**src/rtl/ptos_serializer.sv**
```systemverilog
// Parallel-to-serial transmitter: takes a WIDTH-bit word through a load/ready
// handshake and emits it one bit per clock with valid and last-bit framing.
module ptos_serializer #(
  parameter int unsigned WIDTH     = 4,
  parameter int unsigned GAP       = 0,
  parameter int unsigned MSB_FIRST = 1
) (
  input  logic             clk,
  input  logic             rst,
  input  logic [WIDTH-1:0] P_in,
  input  logic             load,
  output logic             ready,
  output logic             SO,
  output logic             SV,
  output logic             LAST,
  output logic             busy
);

  localparam int unsigned CW = (WIDTH > 1) ? $clog2(WIDTH) : 1;
  localparam int unsigned GW = 4;
  localparam logic [CW-1:0] LAST_CNT = CW'(WIDTH - 1);
  localparam logic [GW-1:0] GAP_END  = GW'(GAP - 1);

  typedef enum logic [1:0] {
    S_IDLE  = 2'd0,
    S_SHIFT = 2'd1,
    S_GAP   = 2'd2
  } state_e;

  state_e           state_q, state_d;
  logic [WIDTH-1:0] shreg_q, shreg_d;
  logic [CW-1:0]    cnt_q, cnt_d;
  logic [GW-1:0]    gap_q, gap_d;
  logic             so_q, so_d;
  logic             sv_q, sv_d;
  logic             last_q, last_d;
  logic             ready_q, ready_d;
  logic             busy_q, busy_d;
  logic             accept_c;

  // Bit that leaves the word first, depending on the shift direction.
  function automatic logic head_bit(input logic [WIDTH-1:0] v);
    if (MSB_FIRST != 0) return v[WIDTH-1];
    return v[0];
  endfunction

  // Word after its head bit has been sent; vacated positions fill with 0.
  function automatic logic [WIDTH-1:0] drop_head(input logic [WIDTH-1:0] v);
    if (MSB_FIRST != 0) return v << 1;
    return v >> 1;
  endfunction

  assign accept_c = load & ready_q;

  // Next-state, datapath and registered-output computation.
  always_comb begin
    state_d = state_q;
    shreg_d = shreg_q;
    cnt_d   = cnt_q;
    gap_d   = gap_q;
    so_d    = 1'b0;
    sv_d    = 1'b0;
    last_d  = 1'b0;

    unique case (state_q)
      S_IDLE: begin
        if (accept_c) begin
          state_d = S_SHIFT;
          so_d    = head_bit(P_in);
          shreg_d = drop_head(P_in);
          cnt_d   = '0;
          sv_d    = 1'b1;
        end
      end

      S_SHIFT: begin
        if (cnt_q != LAST_CNT) begin
          so_d    = head_bit(shreg_q);
          shreg_d = drop_head(shreg_q);
          cnt_d   = cnt_q + CW'(1);
          sv_d    = 1'b1;
          last_d  = (cnt_d == LAST_CNT);
        end else if (GAP > 0) begin
          state_d = S_GAP;
          gap_d   = '0;
          shreg_d = '0;
          cnt_d   = '0;
        end else if (accept_c) begin
          // Back-to-back word: first bit follows the previous LAST directly.
          so_d    = head_bit(P_in);
          shreg_d = drop_head(P_in);
          cnt_d   = '0;
          sv_d    = 1'b1;
        end else begin
          state_d = S_IDLE;
          shreg_d = '0;
          cnt_d   = '0;
        end
      end

      S_GAP: begin
        if (gap_q == GAP_END) begin
          state_d = S_IDLE;
          gap_d   = '0;
        end else begin
          gap_d = gap_q + GW'(1);
        end
      end

      default: begin
        state_d = S_IDLE;
        shreg_d = '0;
        cnt_d   = '0;
        gap_d   = '0;
      end
    endcase

    ready_d = (state_d == S_IDLE) ||
              ((GAP == 0) && (state_d == S_SHIFT) && (cnt_d == LAST_CNT));
    busy_d  = (state_d != S_IDLE);
  end

  // State and output registers with synchronous reset.
  always_ff @(posedge clk) begin
    if (rst) begin
      state_q <= S_IDLE;
      shreg_q <= '0;
      cnt_q   <= '0;
      gap_q   <= '0;
      so_q    <= 1'b0;
      sv_q    <= 1'b0;
      last_q  <= 1'b0;
      ready_q <= 1'b1;
      busy_q  <= 1'b0;
    end else begin
      state_q <= state_d;
      shreg_q <= shreg_d;
      cnt_q   <= cnt_d;
      gap_q   <= gap_d;
      so_q    <= so_d;
      sv_q    <= sv_d;
      last_q  <= last_d;
      ready_q <= ready_d;
      busy_q  <= busy_d;
    end
  end

  assign ready = ready_q;
  assign SO    = so_q;
  assign SV    = sv_q;
  assign LAST  = last_q;
  assign busy  = busy_q;

endmodule
```
**config.mk**
```make
export PLATFORM = sky130hd
export DESIGN_NAME = ptos_serializer
export DESIGN_NICKNAME = d
export VERILOG_FILES = /design/src/rtl/ptos_serializer.sv
export SDC_FILE = /design/constraint.sdc
export NUM_CORES = 1
export LEC_CHECK = 0
export CELL_PAD_IN_SITES_DETAIL_PLACEMENT = 0
export CELL_PAD_IN_SITES_GLOBAL_PLACEMENT = 2
export CORE_MARGIN = 3
export CORE_UTILIZATION = 34
export CTS_CLUSTER_DIAMETER = 50
export DETAILED_ROUTE_END_ITERATION = 12
export PLACE_DENSITY_LB_ADDON = 0.1
export SLEW_MARGIN = 5
export SYNTH_ARGS = -nofsm -noshare
export SYNTH_HDL_FRONTEND = slang
export SYNTH_SLANG_ARGS = --single-unit
```
**constraint.sdc**
```tcl
create_clock -name clk -period 4.5 [get_ports clk]
set_clock_uncertainty 0.2 [all_clocks]
set_input_delay 0.9 -clock clk [delete_from_list [all_inputs] [get_ports clk]]
set_output_delay 0.9 -clock clk [all_outputs]
set_load 0.02 [all_outputs]
```
==> results of run 1 <==
==> worst reg2reg max path: cells and delay by family (launching register included) <==
kind / cells / cell delay [ns]
DFF: 1 / 0.45
adders and majority gates: 1 / 0.28
and+or+nand+nor: 2 / 0.47
AOI/OAI and AO/OA: 1 / 0.12
==> layer usage <==
layer / track usage / share of wire / vias up
met5: 0 / 0 / -
met4: 0.06383 / 0.0083 / 0
li1: - / - / 310
met1: 0.1774 / 0.49 / 281
met2: 0.2082 / 0.45 / 9
met3: 0.03944 / 0.046 / 2
==> synth_stat cells (all sizes together) (2+ instances only) <==
cell | n | share of area
o21ai | 3 | 0.020
nor2 | 4 | 0.020
nor3 | 4 | 0.033
a21oi | 3 | 0.020
a311oi | 2 | 0.023
nand3b | 2 | 0.020
a21boi | 2 | 0.020
and3b | 3 | 0.034
nor2b | 3 | 0.025
a31oi | 3 | 0.025
dfxtp | 16 | 0.42
nand2b | 3 | 0.025
buf | 2 | 0.025
inv | 3 | 0.015
ha | 4 | 0.065
nand2 | 5 | 0.025
nand3 | 2 | 0.013
==> power by group <==
part	total, mW	internal, mW	leakage (nW)	switching [mW]
Clock	0.0960	0.0492	0.0210	0.0467
Combinational	0.0408	0.0209	0.206	0.0199
Sequential	0.157	0.149	0.131	0.00767
==> worst paths after layout <==
kind | start | end | slack, ns | cells past startpoint
setup / recovery | ready | ready | 2.07 | 1
hold / removal | shreg_q[1] | shreg_q[1] | 0.28 | 2
setup reg to reg | cnt_q[0] | busy | 2.88 | 4
hold reg to reg | shreg_q[1] | shreg_q[1] | 0.28 | 2
==> flip-flops by register name, summed over array words and instances, names as in the netlist <==
name     cells
state_q      2
cnt_q        2
LAST         1
SO           1
ready        1
busy         1
shreg_q      3
SV           1
gap_q        4
==> cells by family after synthesis <==
logic type / after synthesis
adder cells (fa/ha/maj): 4
flip-flops: 16
buffers and inverters: 6
AO/OA/AOI/OAI: 19
XOR/XNOR: 1
AND/OR/NAND/NOR: 32
==> layout by cell type (no fill, tap or decap), types with 2 or more instances in the layout <==
cell type and count:
clkbuf_4 3, o21ai_0 3, nand3_1 2, ha_1 4, a21oi_1 3, nand3b_1 2
and3b_1 3, a311oi_1 2, clkdlybuf4s50_1 11, nor2b_1 3, nor2_1 4, a31oi_1 3
dfxtp_1 16, nand2_1 5, inv_1 3, nand2b_1 3, nor3_1 3
==> area by class of cell <==
type	count	area, µm²	area share
Tap cell	27	33.78	0.03664
Inverter	3	11.26	0.01221
Timing Repair Buffer	11	110.1	0.1194
Multi-Input combinational cell	56	410.4	0.4450
Sequential cell	16	320.3	0.3474
Clock buffer	4	36.28	0.03935
==> results.cfg, run 1 <==
[outcome]
status = completed

[finish]
fillCellCount = 222
final_cells = 117
final_nets = 102
antenna_cells = 0
stdcell_area_um2 = 922.1
drive_gt1_frac = 0.1111
area.growth.synth_to_final_pct = 20.62
utilization = 0.4516

[detailed_routing]
drt_iter0_markers = 7
vias = 602
route.final.wire_length_um = 1566
drc_errors = 0
routedWlPerCell_um = 13.38
postRouteAntennaNets = 0
first_pass_iters = 2
viasPerCell = 5.145

[worst_setup_path]
path_cells = clkdlybuf4s50_1
path_max_fanout = 6
required_ns = 3.40
cp-end-kind = output port
slowest_stage = clkdlybuf4s50_1
criticalPathCategory = flip-flop to output port
worst-path-buf-inv = 1
critPathArrivalTime_ns = 1.33
critPathMaxStageDelay_ns = 0.63
crit_family = buffers and inverters
startpoint_type = flip-flop

[synth]
synth_flop_cell = dfxtp_1
synth-xor-area-share = 0.01146
synthArstFlopShare = 0
synth-compound-area-share = 0.1800
synth_seq_area_share = 0.4190
yosysUniqueCellTypes = 34
syn_inst = 78
synth_top_family_by_area = simple AND/OR/NAND/NOR gates
synthAdderAreaFrac = 0.06547
yosys.area_share.simple = 0.2799
synth_edf_count = 0
ys_ff_latch = 16
synthMuxAreaShare = 0
synth.cell_area_um2 = 764.5
yosys_warnings = 0
synth_fp_nets = 89
avgSynthCellArea_um2 = 9.801

[run]
maxCapViolCount = 0

[placed_design]
place_ws_ns = 1.906
port_buffers = 11
place_hpwl_um = 1156
dp.cells = 113
gp_congestion = 0.7438
dpl_cell_area_um2 = 885.9

[timing]
min_period_over_period = 0.5408
fin_crit_ns = 2.434
setup_ws_ns = 2.066
tightest_slew_ns = 0.5072
slew_violations = 0
fin_setup_tns_ns = 0
hold_ws_ns = 0.2790
hold_viol = 0
max_freq_ghz = 0.4109
slew_headroom = 0.6614
rsz0062_at_grt = false
final-setup-viol-count = 0

[clock_network]
htreeDepth = 1
hold_buffers = 0
ctsResizeCount = 0
path_clk_slew_ns = 0.10
postCtsSetupBuffers = 0
cts_buffers = 3
root_buffer = clkbuf_4
cts_tree = done
cts.sink_count = 16
clk_latency_ns = 0.28
clockBufferDepth = 2

[global_routing]
grt_pass1_vias = 607
grt-ovfl-total = 0
grt_max_degree = 15
track_usage = 0.1377
grt_pass1_wl_um = 2773
antenna_found_initial = 0

[die]
die_w_um = 53.42
dieArea_um2 = 2854
std_cell_rows = 16
die_y_um = 53.42
fp.coreArea_um2 = 2042
start_util = 0.3744
ios = 12

[power_and_ir_drop]
totalPowerFinal_mw = 0.2935
leakage_nw = 0.3576
power.density_nw_per_um2 = 318.3
irDropWorstVdd_uv = 220.2

[worst_hold_path]
min_path_type = flip-flop to flip-flop
No activity file was read; power rests on OpenSTA's default activity.
==> inputs of run 2 (changes only) <==
--- a/config.mk
+++ b/config.mk
@@ -7,8 +7,9 @@
 export LEC_CHECK = 0
 export CELL_PAD_IN_SITES_DETAIL_PLACEMENT = 0
 export CELL_PAD_IN_SITES_GLOBAL_PLACEMENT = 2
+export CORE_ASPECT_RATIO = 2
 export CORE_MARGIN = 3
-export CORE_UTILIZATION = 34
+export CORE_UTILIZATION = 28
 export CTS_CLUSTER_DIAMETER = 50
 export DETAILED_ROUTE_END_ITERATION = 12
 export PLACE_DENSITY_LB_ADDON = 0.1
==> constraint.sdc (replaced) <==
create_clock -name clk -period 2.1 [get_ports clk]
set_clock_uncertainty 0.2 [all_clocks]
set_input_delay 0.42 -clock clk [delete_from_list [all_inputs] [get_ports clk]]
set_output_delay 0.42 -clock clk [all_outputs]
set_load 0.02 [all_outputs]
==> run 2 against run 1 <==
Against the previous run:
- global-route usage is 0.99 points lower
- die area up 20%
- non-clock buffer count up 3
- clock power rose to 2.9 times the previous value
- first-iteration DRC count up 29%
- power up 140%
- critical path type unchanged
- cell count up 3.4%
- count of clock-buffer cells in the layout unchanged
- sequential power increased by 110%
- register-to-register slack worse by 2.5 ns
==> results.cfg, run 2 (synthesis results as in run 1) <==
[power_and_ir_drop]
power.density_nw_per_um2 = 732.9
irDropWorstVdd_uv = 359.4
totalPowerFinal_mw = 0.7070
leakage_nw = 0.3804

[clock_network]
cts_buffers = 3
cts.sink_count = 16
ctsResizeCount = 0
root_buffer = clkbuf_8
clk_latency_ns = 0.25
path_clk_slew_ns = 0.06
htreeDepth = 1
hold_buffers = 0
clockBufferDepth = 2
cts_tree = done
postCtsSetupBuffers = 0

[placed_design]
dpl_cell_area_um2 = 909.6
place_hpwl_um = 1410
gp_congestion = 0.6737
port_buffers = 11

[worst_setup_path]
slowest_stage = clkdlybuf4s50_1
path_cells = clkdlybuf4s50_1
cp-end-kind = output port
critPathMaxStageDelay_ns = 0.63
path_max_fanout = 6
required_ns = 1.48
critPathArrivalTime_ns = 1.27
worst-path-buf-inv = 1
criticalPathCategory = flip-flop to output port
crit_cells = 1
startpoint_type = flip-flop
reg2regPathDepth = 4
crit_family = buffers and inverters

[finish]
utilization = 0.3754
antenna_cells = 0
multiInputGateArea_um2 = 410.4
largest_reg_flops = 4
final_common_cell = dfxtp_1
ff_latch_area_um2 = 320.3
most-common-layout-cells = dfxtp_1 (16), clkdlybuf4s50_1 (11), nand2_1 (5)
final_nets = 105
area.growth.synth_to_final_pct = 26.19
largest-register = gap_q
stdcell_area_um2 = 964.7
top_regs = gap_q: 4 flops, shreg_q: 3 flops
drive_gt1_frac = 0.1398
fillCellCount = 291

[global_routing]
antenna_found_initial = 0
grt_max_degree = 15
grt-ovfl-total = 0
grt_pass1_vias = 673
grt_pass1_wl_um = 3167
track_usage = 0.1278

[detailed_routing]
first_pass_iters = 4
viasPerCell = 5.074
route.final.wire_length_um = 1835
drt_iter0_markers = 9
drc_errors = 0
vias = 614
routedWlPerCell_um = 15.17
postRouteAntennaNets = 0

[timing]
final-setup-viol-count = 0
fin_setup_tns_ns = 0
rsz0062_at_grt = false
max_freq_ghz = 0.5303
slew_headroom = 0.6341
hold_viol = 0
fin_crit_ns = 1.886
tightest_slew_ns = 0.5480
min_period_over_period = 0.8980
slew_violations = 0

[die]
start_util = 0.2975
dieArea_um2 = 3431
ios = 12
fp.coreArea_um2 = 2570
std_cell_rows = 26
die_y_um = 79.90
die_w_um = 42.95

[worst_hold_path]
min_path_type = flip-flop to flip-flop
whs_path_depth = 2

[outcome]
status = completed

[run]
maxCapViolCount = 0
[run 2: changes by cell type in the layout (fill, tap and decap cells not counted), sizes merged]
cell,delta
buf,+3
[run 2: path summary, 6_finish.rpt]
kind / from / end / slack [ns]
setup / recovery: ready / ready / 0.21
hold / removal: gap_q[2] / gap_q[2] / 0.29
setup reg to reg: cnt_q[0] / shreg_q[2] / 0.41
hold reg to reg: gap_q[2] / gap_q[2] / 0.29
[run 2: metal layers]
metal,GRT usage,wire (µm),share of wire
met1,0.1399,747,0.41
met2,0.2214,992,0.54
met3,0.02483,53,0.029
met4,0.07251,42,0.023
met5,0,0,0
[run 2: metrics by stage]
| step | setup slack (ns) | hold slack, ns | std cells |
|---|---|---|---|
| floorplan | 0.6341 | 0.2481 | 78 |
| global placement | 0.2391 | 0.2745 | 117 |
| detailed placement | 0.2196 | 0.2831 | 117 |
| CTS | 0.2045 | 0.2933 | 121 |
| global route | 0.1507 | 0.3257 | 121 |
| finish | 0.2141 | 0.2868 | 121 |
[run 2: final cells by class]
class                   count  share of cell area
well taps                  28             0.03632
clock buffers               4             0.05707
flip-flops and latches     16              0.3320
multi-input cells          56              0.4254
repair buffers             14              0.1375
inverters                   3             0.01167
[run 2: power breakdown]
group,leakage (nW),total [mW],switching [mW],internal (mW)
Clock,0.0288,0.277,0.110,0.166
Sequential,0.131,0.334,0.0138,0.320
Combinational,0.221,0.0967,0.0466,0.0501
